[config.mk]
export PLATFORM = sky130hd
export DESIGN_NAME = instr_encoder
export DESIGN_NICKNAME = d
export VERILOG_FILES = /design/src/rtl/instr_encoder.sv
export SDC_FILE = /design/constraint.sdc
export NUM_CORES = 1
export LEC_CHECK = 0
export ABC_AREA = 0
export BUFFER_PORTS_ARGS = -buffer_cell sky130_fd_sc_hd__buf_2
export CAP_MARGIN = 20
export CORE_MARGIN = 2
export CORE_UTILIZATION = 25
export DETAILED_ROUTE_END_ITERATION = 8
export GPL_ROUTABILITY_DRIVEN = 0
export HOLD_SLACK_MARGIN = 0.02
export PLACE_DENSITY_LB_ADDON = 0.08
export SYNTH_ARGS = -nofsm -noshare
export SYNTH_HDL_FRONTEND = slang
export SYNTH_SLANG_ARGS = --single-unit
[constraint.sdc]
create_clock -name i_clk -period 20.1 [get_ports i_clk]
set_input_delay 4.02 -clock i_clk [delete_from_list [all_inputs] [get_ports i_clk]]
set_output_delay 4.02 -clock i_clk [all_outputs]
set_load 0.005 [all_outputs]
[src/rtl/instr_encoder.sv]
// instr_encoder: two-stage RV32I instruction encoder with valid/ready handshakes.
//
// Ports
//   i_clk, i_rst       clock; synchronous active-high reset (wins over i_en)
//   i_en               global advance enable; when low all state holds
//   i_valid / i_ready  request handshake (accept = i_valid & i_ready & i_en)
//   i_inst[63:0]       one-hot instruction ID (bit index table below)
//   i_rd/i_rs1/i_rs2   register fields; i_imm signed immediate / offset
//   o_valid / o_ready  result handshake (deliver = o_valid & o_ready & i_en)
//   o_word, o_err      encoded word; o_err marks an illegal request (word = NOP)
//   o_count            number of delivered words, wraps at 16 bits
//
// One-hot bit index of i_inst:
//    0 ADD   1 SUB   2 SLL   3 SLT   4 SLTU  5 XOR   6 SRL   7 SRA   8 OR    9 AND
//   10 ADDI 11 SLTI 12 SLTIU 13 XORI 14 ORI  15 ANDI 16 SLLI 17 SRLI 18 SRAI
//   19 LB   20 LH   21 LW   22 LBU  23 LHU  24 SB   25 SH   26 SW
//   27 BEQ  28 BNE  29 BLT  30 BGE  31 BLTU 32 BGEU 33 LUI  34 AUIPC 35 JAL 36 JALR
//   37 ECALL 38 EBREAK 39 CSRRW 40 CSRRS 41 CSRRC 42 CSRRWI 43 CSRRSI 44 CSRRCI
//   45 FENCE 46 FENCEI 47 UNKNOWN; bits 47..63 are illegal.
// Only N_param = 32 is supported.

module instr_encoder #(
  parameter int N_param = 32
) (
  input  logic               i_clk,
  input  logic               i_rst,
  input  logic               i_en,
  input  logic               i_valid,
  output logic               i_ready,
  input  logic [63:0]        i_inst,
  input  logic [4:0]         i_rd,
  input  logic [4:0]         i_rs1,
  input  logic [4:0]         i_rs2,
  input  logic [N_param-1:0] i_imm,
  output logic               o_valid,
  input  logic               o_ready,
  output logic [N_param-1:0] o_word,
  output logic               o_err,
  output logic [15:0]        o_count
);

  typedef struct packed {
    logic [63:0] inst;
    logic [4:0]  rd;
    logic [4:0]  rs1;
    logic [4:0]  rs2;
    logic [31:0] imm;
  } req_t;

  typedef enum logic [3:0] {
    F_BAD, F_R, F_I, F_SH, F_S, F_B, F_U, F_J, F_ECALL, F_EBREAK, F_CSR, F_FENCE
  } fmt_e;

  localparam logic [6:0] OPC_OP     = 7'b0110011;
  localparam logic [6:0] OPC_OPIMM  = 7'b0010011;
  localparam logic [6:0] OPC_LOAD   = 7'b0000011;
  localparam logic [6:0] OPC_STORE  = 7'b0100011;
  localparam logic [6:0] OPC_BRANCH = 7'b1100011;
  localparam logic [6:0] OPC_LUI    = 7'b0110111;
  localparam logic [6:0] OPC_AUIPC  = 7'b0010111;
  localparam logic [6:0] OPC_JAL    = 7'b1101111;
  localparam logic [6:0] OPC_JALR   = 7'b1100111;
  localparam logic [6:0] OPC_SYSTEM = 7'b1110011;
  localparam logic [6:0] OPC_FENCE  = 7'b0001111;
  localparam logic [6:0] F7_ALT     = 7'b0100000;
  localparam logic [31:0] NOP       = 32'h0000_0013;

  // S1: raw request; S2: formatted word (drives outputs directly)
  req_t        r_s1;
  logic        r_s1_valid;
  logic        r_s2_valid;
  logic [31:0] r_word;
  logic        r_err;
  logic [15:0] r_count;

  logic        w_acc, w_dlv, w_s2_load;
  logic        w_onehot;
  logic [5:0]  w_idx;
  fmt_e        w_fmt;
  logic [6:0]  w_opc;
  logic [2:0]  w_f3;
  logic [6:0]  w_f7;
  logic [31:0] w_imm;
  logic        w_i12_ok, w_b13_ok, w_j21_ok;
  logic        w_err;
  logic [31:0] w_word;

  assign w_dlv     = r_s2_valid && o_ready && i_en;
  // S1 may move on when S2 is empty or is being drained this cycle
  assign w_s2_load = r_s1_valid && (!r_s2_valid || w_dlv);
  assign i_ready   = !i_rst && (!r_s1_valid || !r_s2_valid || w_dlv);
  assign w_acc     = i_valid && i_ready && i_en;

  assign o_valid = r_s2_valid;
  assign o_word  = r_word;
  assign o_err   = r_err;
  assign o_count = r_count;

  // ---------------- S1 classification ----------------
  assign w_onehot = $onehot(r_s1.inst);

  always_comb begin
    w_idx = '0;
    for (int k = 0; k < 64; k++)
      if (r_s1.inst[k]) w_idx = 6'(k);
  end

  always_comb begin
    w_fmt = F_BAD;
    w_opc = '0;
    w_f3  = '0;
    w_f7  = '0;
    if (w_onehot) begin
      case (w_idx)
        6'd0:  begin w_fmt = F_R;  w_opc = OPC_OP; w_f3 = 3'd0; end
        6'd1:  begin w_fmt = F_R;  w_opc = OPC_OP; w_f3 = 3'd0; w_f7 = F7_ALT; end
        6'd2:  begin w_fmt = F_R;  w_opc = OPC_OP; w_f3 = 3'd1; end
        6'd3:  begin w_fmt = F_R;  w_opc = OPC_OP; w_f3 = 3'd2; end
        6'd4:  begin w_fmt = F_R;  w_opc = OPC_OP; w_f3 = 3'd3; end
        6'd5:  begin w_fmt = F_R;  w_opc = OPC_OP; w_f3 = 3'd4; end
        6'd6:  begin w_fmt = F_R;  w_opc = OPC_OP; w_f3 = 3'd5; end
        6'd7:  begin w_fmt = F_R;  w_opc = OPC_OP; w_f3 = 3'd5; w_f7 = F7_ALT; end
        6'd8:  begin w_fmt = F_R;  w_opc = OPC_OP; w_f3 = 3'd6; end
        6'd9:  begin w_fmt = F_R;  w_opc = OPC_OP; w_f3 = 3'd7; end
        6'd10: begin w_fmt = F_I;  w_opc = OPC_OPIMM; w_f3 = 3'd0; end
        6'd11: begin w_fmt = F_I;  w_opc = OPC_OPIMM; w_f3 = 3'd2; end
        6'd12: begin w_fmt = F_I;  w_opc = OPC_OPIMM; w_f3 = 3'd3; end
        6'd13: begin w_fmt = F_I;  w_opc = OPC_OPIMM; w_f3 = 3'd4; end
        6'd14: begin w_fmt = F_I;  w_opc = OPC_OPIMM; w_f3 = 3'd6; end
        6'd15: begin w_fmt = F_I;  w_opc = OPC_OPIMM; w_f3 = 3'd7; end
        6'd16: begin w_fmt = F_SH; w_opc = OPC_OPIMM; w_f3 = 3'd1; end
        6'd17: begin w_fmt = F_SH; w_opc = OPC_OPIMM; w_f3 = 3'd5; end
        6'd18: begin w_fmt = F_SH; w_opc = OPC_OPIMM; w_f3 = 3'd5; w_f7 = F7_ALT; end
        6'd19: begin w_fmt = F_I;  w_opc = OPC_LOAD; w_f3 = 3'd0; end
        6'd20: begin w_fmt = F_I;  w_opc = OPC_LOAD; w_f3 = 3'd1; end
        6'd21: begin w_fmt = F_I;  w_opc = OPC_LOAD; w_f3 = 3'd2; end
        6'd22: begin w_fmt = F_I;  w_opc = OPC_LOAD; w_f3 = 3'd4; end
        6'd23: begin w_fmt = F_I;  w_opc = OPC_LOAD; w_f3 = 3'd5; end
        6'd24: begin w_fmt = F_S;  w_opc = OPC_STORE; w_f3 = 3'd0; end
        6'd25: begin w_fmt = F_S;  w_opc = OPC_STORE; w_f3 = 3'd1; end
        6'd26: begin w_fmt = F_S;  w_opc = OPC_STORE; w_f3 = 3'd2; end
        6'd27: begin w_fmt = F_B;  w_opc = OPC_BRANCH; w_f3 = 3'd0; end
        6'd28: begin w_fmt = F_B;  w_opc = OPC_BRANCH; w_f3 = 3'd1; end
        6'd29: begin w_fmt = F_B;  w_opc = OPC_BRANCH; w_f3 = 3'd4; end
        6'd30: begin w_fmt = F_B;  w_opc = OPC_BRANCH; w_f3 = 3'd5; end
        6'd31: begin w_fmt = F_B;  w_opc = OPC_BRANCH; w_f3 = 3'd6; end
        6'd32: begin w_fmt = F_B;  w_opc = OPC_BRANCH; w_f3 = 3'd7; end
        6'd33: begin w_fmt = F_U;  w_opc = OPC_LUI; end
        6'd34: begin w_fmt = F_U;  w_opc = OPC_AUIPC; end
        6'd35: begin w_fmt = F_J;  w_opc = OPC_JAL; end
        6'd36: begin w_fmt = F_I;  w_opc = OPC_JALR; w_f3 = 3'd0; end
        6'd37: w_fmt = F_ECALL;
        6'd38: w_fmt = F_EBREAK;
        6'd39: begin w_fmt = F_CSR; w_opc = OPC_SYSTEM; w_f3 = 3'd1; end
        6'd40: begin w_fmt = F_CSR; w_opc = OPC_SYSTEM; w_f3 = 3'd2; end
        6'd41: begin w_fmt = F_CSR; w_opc = OPC_SYSTEM; w_f3 = 3'd3; end
        6'd42: begin w_fmt = F_CSR; w_opc = OPC_SYSTEM; w_f3 = 3'd5; end
        6'd43: begin w_fmt = F_CSR; w_opc = OPC_SYSTEM; w_f3 = 3'd6; end
        6'd44: begin w_fmt = F_CSR; w_opc = OPC_SYSTEM; w_f3 = 3'd7; end
        6'd45: begin w_fmt = F_FENCE; w_opc = OPC_FENCE; w_f3 = 3'd0; end
        6'd46: begin w_fmt = F_FENCE; w_opc = OPC_FENCE; w_f3 = 3'd1; end
        default: w_fmt = F_BAD;   // UNKNOWN and unassigned bits
      endcase
    end
  end

  // ---------------- formatting ----------------
  assign w_imm = r_s1.imm;
  // sign-range checks: all bits above the field's sign bit must match it
  assign w_i12_ok = (&w_imm[31:11]) | ~(|w_imm[31:11]);
  assign w_b13_ok = (&w_imm[31:12]) | ~(|w_imm[31:12]);
  assign w_j21_ok = (&w_imm[31:20]) | ~(|w_imm[31:20]);

  always_comb begin
    w_err  = 1'b0;
    w_word = '0;
    case (w_fmt)
      F_R:  w_word = {w_f7, r_s1.rs2, r_s1.rs1, w_f3, r_s1.rd, w_opc};
      F_I: begin
        w_err  = !w_i12_ok;
        w_word = {w_imm[11:0], r_s1.rs1, w_f3, r_s1.rd, w_opc};
      end
      F_SH: begin
        w_err  = |w_imm[31:5];
        w_word = {w_f7, w_imm[4:0], r_s1.rs1, w_f3, r_s1.rd, w_opc};
      end
      F_S: begin
        w_err  = !w_i12_ok;
        w_word = {w_imm[11:5], r_s1.rs2, r_s1.rs1, w_f3, w_imm[4:0], w_opc};
      end
      F_B: begin
        w_err  = w_imm[0] | !w_b13_ok;
        w_word = {w_imm[12], w_imm[10:5], r_s1.rs2, r_s1.rs1, w_f3,
                  w_imm[4:1], w_imm[11], w_opc};
      end
      F_U: begin
        w_err  = |w_imm[11:0];
        w_word = {w_imm[31:12], r_s1.rd, w_opc};
      end
      F_J: begin
        w_err  = w_imm[0] | !w_j21_ok;
        w_word = {w_imm[20], w_imm[10:1], w_imm[11], w_imm[19:12], r_s1.rd, w_opc};
      end
      F_ECALL:  w_word = 32'h0000_0073;
      F_EBREAK: w_word = 32'h0010_0073;
      F_CSR: begin
        // CSR address is unsigned; *I forms reuse the rs1 slot as uimm
        w_err  = |w_imm[31:12];
        w_word = {w_imm[11:0], r_s1.rs1, w_f3, r_s1.rd, w_opc};
      end
      F_FENCE:  w_word = {w_imm[11:0], r_s1.rs1, w_f3, r_s1.rd, w_opc};
      default:  w_err  = 1'b1;
    endcase
    if (w_err) w_word = NOP;
  end

  // ---------------- pipeline state ----------------
  always_ff @(posedge i_clk) begin
    if (i_rst) begin
      r_s1_valid <= 1'b0;
      r_s2_valid <= 1'b0;
      r_word     <= '0;
      r_err      <= 1'b0;
      r_count    <= '0;
      r_s1       <= '0;
    end else if (i_en) begin
      if (w_dlv) r_count <= r_count + 16'd1;

      if (w_s2_load) begin
        r_s2_valid <= 1'b1;
        r_word     <= w_word;
        r_err      <= w_err;
      end else if (w_dlv) begin
        r_s2_valid <= 1'b0;
      end

      if (w_acc) begin
        r_s1_valid <= 1'b1;
        r_s1       <= '{inst: i_inst, rd: i_rd, rs1: i_rs1, rs2: i_rs2, imm: i_imm};
      end else if (w_s2_load) begin
        r_s1_valid <= 1'b0;
      end
    end
  end

endmodule

# Word-level counts from Yosys, hierarchy flattened
# Index checks and enable logic that the tools add are counted.
# op_classes
n_addsub,64
eq_ne,58
mux,78
bitwise_logic,8
reduce_logical,52
# ops
cell,count
two-way mux 6 bit,64
one-hot mux 32 bit (9 select lines),1
"== test 6 x 5 -> 1 bit, second input constant",16
"== test 6 bit, second input constant",15
one-hot mux 7 bit (11 select lines),1
adder 1 x 1 -> 2 bit,32
adder 2 x 2 -> 3 bit,16
"== test 6 x 4 -> 1 bit, second input constant",8
one-hot mux 4 bit (11 select lines),1
OR reduction 12 bit,3
adder 3 x 3 -> 4 bit,8
two-way mux 32 bit,1
OR reduction 27 bit,1
"== test 6 x 3 -> 1 bit, second input constant",4
one-hot mux 3 bit (7 select lines),1
AND reduction 21 bit,1
OR reduction 21 bit,1
adder 4 x 4 -> 5 bit,4
AND reduction 20 bit,1
OR reduction 20 bit,1
"adder 16 x 1 -> 16 bit, second input constant",1
"== test 4 x 3 -> 1 bit, second input constant",4
"== test 4 bit, second input constant",4
OR reduction 4 bit,4
28 further kinds,67
# totals
regBits,162
inputBits,116
out_inout_bits,51
wordCells,270

# Longest topological paths before layout
# logic_depth
word_depth,71
mapped_depth,28
mapped_depth_nobuf,26

# Worst setup path before layout
# OpenSTA, ideal clock, no wires.
# synth_timing
path_kind,input to output
from,input i_rst
to,output i_ready
t_arrival_ns,4.401
required_ns,16.080
slack_ns,11.679
cell_stages,2
path_buffers,1
path_cell_list,clkbuf_1 -> a31oi_1
# synth_between
elab_chain_cells,2
# synth_rtl
item,line_no,text
"start, declared",26,"input logic i_rst,"
logical NOT 1 bit,91,assign i_ready = !i_rst && (!r_s1_valid || !r_s2_valid || w_dlv);
logical AND 1 bit,91,
"end, declared",29,"output logic i_ready,"
# No other way between the ends.

# Worst setup path after layout
# layout_timing
from,input i_en
to,output i_ready
# layout_between
elab_chain_cells,3
# layout_rtl
item,line_no,text
"start, declared",27,"input logic i_en,"
logical AND 1 bit,88,assign w_dlv = r_s2_valid && o_ready && i_en;
logical OR 1 bit,91,
logical AND 1 bit,91,
# No other way between the ends.

==> impl_results.md <==
- Worst r2r path cells: 27
- Largest delay share family, worst path: compound AO/OA/AOI/OAI gates
- Most frequent cells in the layout: nand2_1, buf_2, dfxtp_1
- First-pass GRT wire length: 55.14 mm
- Depth of the CTS H-tree: 4
- Period Utilization, post-route: approximately 44%
- Register bit count reported by yosys: ~160
- Critical path's slowest cell: a31oi_1
- Hold_buf cts: 0
- CTS clk-pin slew, worst paths: around 0.07 ns
- Most common cell after layout, fill and taps aside: nand2_1
- Setup Buffers After CTS: 0
- VDD IR-drop max: ~70 µV
- Final number of hold-violating endpoints: 0
- Setup tns final: 0 ns
- Mapped cell area: roughly 9800 µm²
- Wire per inst: ~18 µm
- Clk root buf: clkbuf_16
- CP Class: in -> out
- Internal reg-to-reg setup slack: about 12 ns
- Max Slew Vio Count: 0
- Slew HR: 26.41%
- DR vias: around 9,400
- Post-Syn Instances: 1,278
- RSZ-0062 raised after global routing: no
- Hold Path Class: reg -> reg
- Initial antenna violation count: 3
- Final setup vio count: 0
- Count of input and output buffers: ~170
- Sum of buffers and inverters on the critical path: 2
- Core Region: slightly below 40,000 µm²
- Diodes inserted: 0
- Sink Count: 161
- Worst slew pin tran: about 1.1 ns
- Final worst path period need: a little under 9 ns
- P per Cell Area: 93.90 nW/µm²
- Mapped Nets: 1,464
- Final wirelength: approximately 35 mm
- Height of the die: roughly 200 µm
- Seq/Total Area, Yosys: about 33%
- Largest fanout on the critical path: 6
- WP data required: roughly 16 ns
- Slowest cell delay on critical path: between 0.3 and 0.4 ns
- Clk_skew: 0.01114 ns
- Status: finished, final reports clean
- Worst hold stages: 2
- TritonRoute pass-1 iters: 4
- Top Ports: about 170
- EDFF count, synth: 0
- Async SR Flop Fraction: 0%
- Total GRT Usage: between 10% and 20%
- Fmax: between 100 and 150 MHz
- CP Cell Sequence: buf_2, nand3_1, a31oi_1, buf_2
- Detailed placement HPWL: 26.57 mm
- Vias in the first global route: between 9,000 and 10,000
- Avg Cell Area, Syn: between 7 and 8 µm²
- Crit path arrival time: a little under 5 ns
- Worst Setup Start Kind: primary input
- Chip width: around 200 µm
- Most used DFF post-synth: dfxtp_1
- Synth-to-Final Area Change: 19.48%
- LEAKAGE: between 4 and 5 nW
- # nets final: 1,588
- Max_cap viols: 0
- YS warnings: 0
- Drt via density: a little under 5
- Congestion Overflow GR: 0
- Most used cell, CP: buf_2
- Starting Density: around a quarter
- Die ar.: 40,930 µm²
- Gates resized, CTS repair: 0
- Clock latency on the worst-skew pair: roughly 0.45 ns
- Worst setup EP type: output port
- Hold wc startpoint: o_word[25]$_SDFFE_PP0P_
- Max clock buf depth: 2
- Pin count of the biggest net entering global routing: between 70 and 80
- R2R Path Start: r_s1[108]$_SDFFE_PP0P_
- DRC: 0
- Clock buffers created by TritonCTS: 17
- Fillers: 4,323
- Unique cell type count in the Yosys netlist: between 70 and 80
- CTS tree: built
- Num rows: between 70 and 80
- DR iter-0 viols: 511
- Post-layout util: 30.33%
- Hold path endpoint: o_word[25]$_SDFFE_PP0P_
- RR Endpoint: o_word[17]$_SDFFE_PP0P_
- Final ANT Viol Nets: 0
- Layout cells sized above 1: between 15 and 20%
-- worst max-delay path by stage --
stage	to	depth (start not counted)	slack (ns)	from
final	i_ready	4	11.21	i_en
after global routing	i_ready	4	11.15	i_en
after CTS	i_ready	4	11.20	i_en
after detailed placement	i_ready	4	11.20	i_en
after global placement	i_ready	4	11.23	i_en
after floorplan	i_ready	2	11.68	i_rst
-- cell usage after synthesis, drive strengths merged, types with 11 or more instances --
| library cell | number | area, µm² |
|---|---|---|
| fa | 54 | 1081 |
| nand4 | 16 | 100.1 |
| inv | 88 | 330.3 |
| dfxtp | 161 | 3223 |
| nor2 | 82 | 315.3 |
| nor4 | 31 | 200.2 |
| a211oi | 14 | 115.1 |
| ha | 16 | 200.2 |
| nand3 | 29 | 145.1 |
| o31ai | 11 | 82.58 |
| nor3 | 29 | 145.1 |
| a21oi | 152 | 760.7 |
| xor2 | 13 | 113.9 |
| or4 | 13 | 105.1 |
| buf | 14 | 72.57 |
| nand2 | 287 | 1077 |
| o21ai | 51 | 255.3 |
| clkbuf | 59 | 221.5 |
-- final cells by class --
type,instances,area (µm²),share of cell area [%]
flip-flops and latches,161,3223,27.44
clock inverters,13,148.9,1.267
clock buffers,19,452.9,3.856
inverters,88,330.3,2.812
well taps,518,648.1,5.517
repair buffers,178,927.1,7.892
multi-input cells,956,6017,51.22
-- registers in the layout, indices dropped and copies added (netlist names) --
name,cells
o_word,31
o_err,1
w_imm,32
o_valid,1
o_count,16
r_s1_valid,1
r_s1,79
-- per-stage QoR --
stage	power [W]	std cells	area, µm²	worst slack (ns)	hold slack, ns
detailed placement	0.0007690	1900	11130	11.20	0.4392
CTS	0.001120	1932	11730	11.20	0.4522
global route	0.001187	1933	11750	11.15	0.4629
global placement	0.0007668	1899	11130	11.23	0.4302
floorplan	0.0006420	1278	9832	11.68	0.4364
finish	0.001103	1933	11750	11.21	0.4451
-- cells by family after synthesis --
logic type / Yosys count / synth area share [%]
XOR/XNOR: 16 / 1.425
multiplexers: 15 / 1.680
adder cells (fa/ha/maj): 70 / 13.03
AND/OR/NAND/NOR: 538 / 24.83
buffers and inverters: 161 / 6.350
AO/OA/AOI/OAI: 317 / 19.90
flip-flops: 161 / 32.78
-- power breakdown --
| group | switching (W) | internal (W) | total [W] |
|---|---|---|---|
| Clock | 0.000151 | 0.000192 | 0.000343 |
| Combinational | 0.000283 | 0.000137 | 0.000420 |
| Sequential | 0.0000133 | 0.000327 | 0.000341 |
| Total | 0.000447 | 0.000656 | 0.00110 |
-- metal layers --
metal  vias to the layer above  GRT usage [%]  share of wire [%]
met1                      4523          24.79                 50
met3                        21          3.257                3.7
met4                         4          3.780               0.85
li1                       4668              -                  -
met2                       184          27.29                 46
met5                         -              0              0.086
-- worst register-to-register path, cell delays in order, from the launching register on --
cell      delay [ns]
dfxtp_1         0.52
fa_1            0.50
fa_1            0.54
inv_1           0.06
fa_1            0.48
inv_1           0.05
fa_1            0.50
inv_1           0.05
fa_1            0.47
inv_1           0.05
fa_1            0.50
inv_1           0.05
fa_1            0.49
fa_1            0.41
inv_1           0.06
ha_1            0.15
inv_1           0.06
fa_1            0.44
a211o_1         0.27
a21oi_1         0.17
and4b_1         0.56
o21ai_0         0.17
buf_4           0.22
nor2_1          0.09
o21ai_0         0.08
mux2_2          0.29
nand4_1         0.44
a211oi_1        0.14
Power figures use the tool's default switching activity.
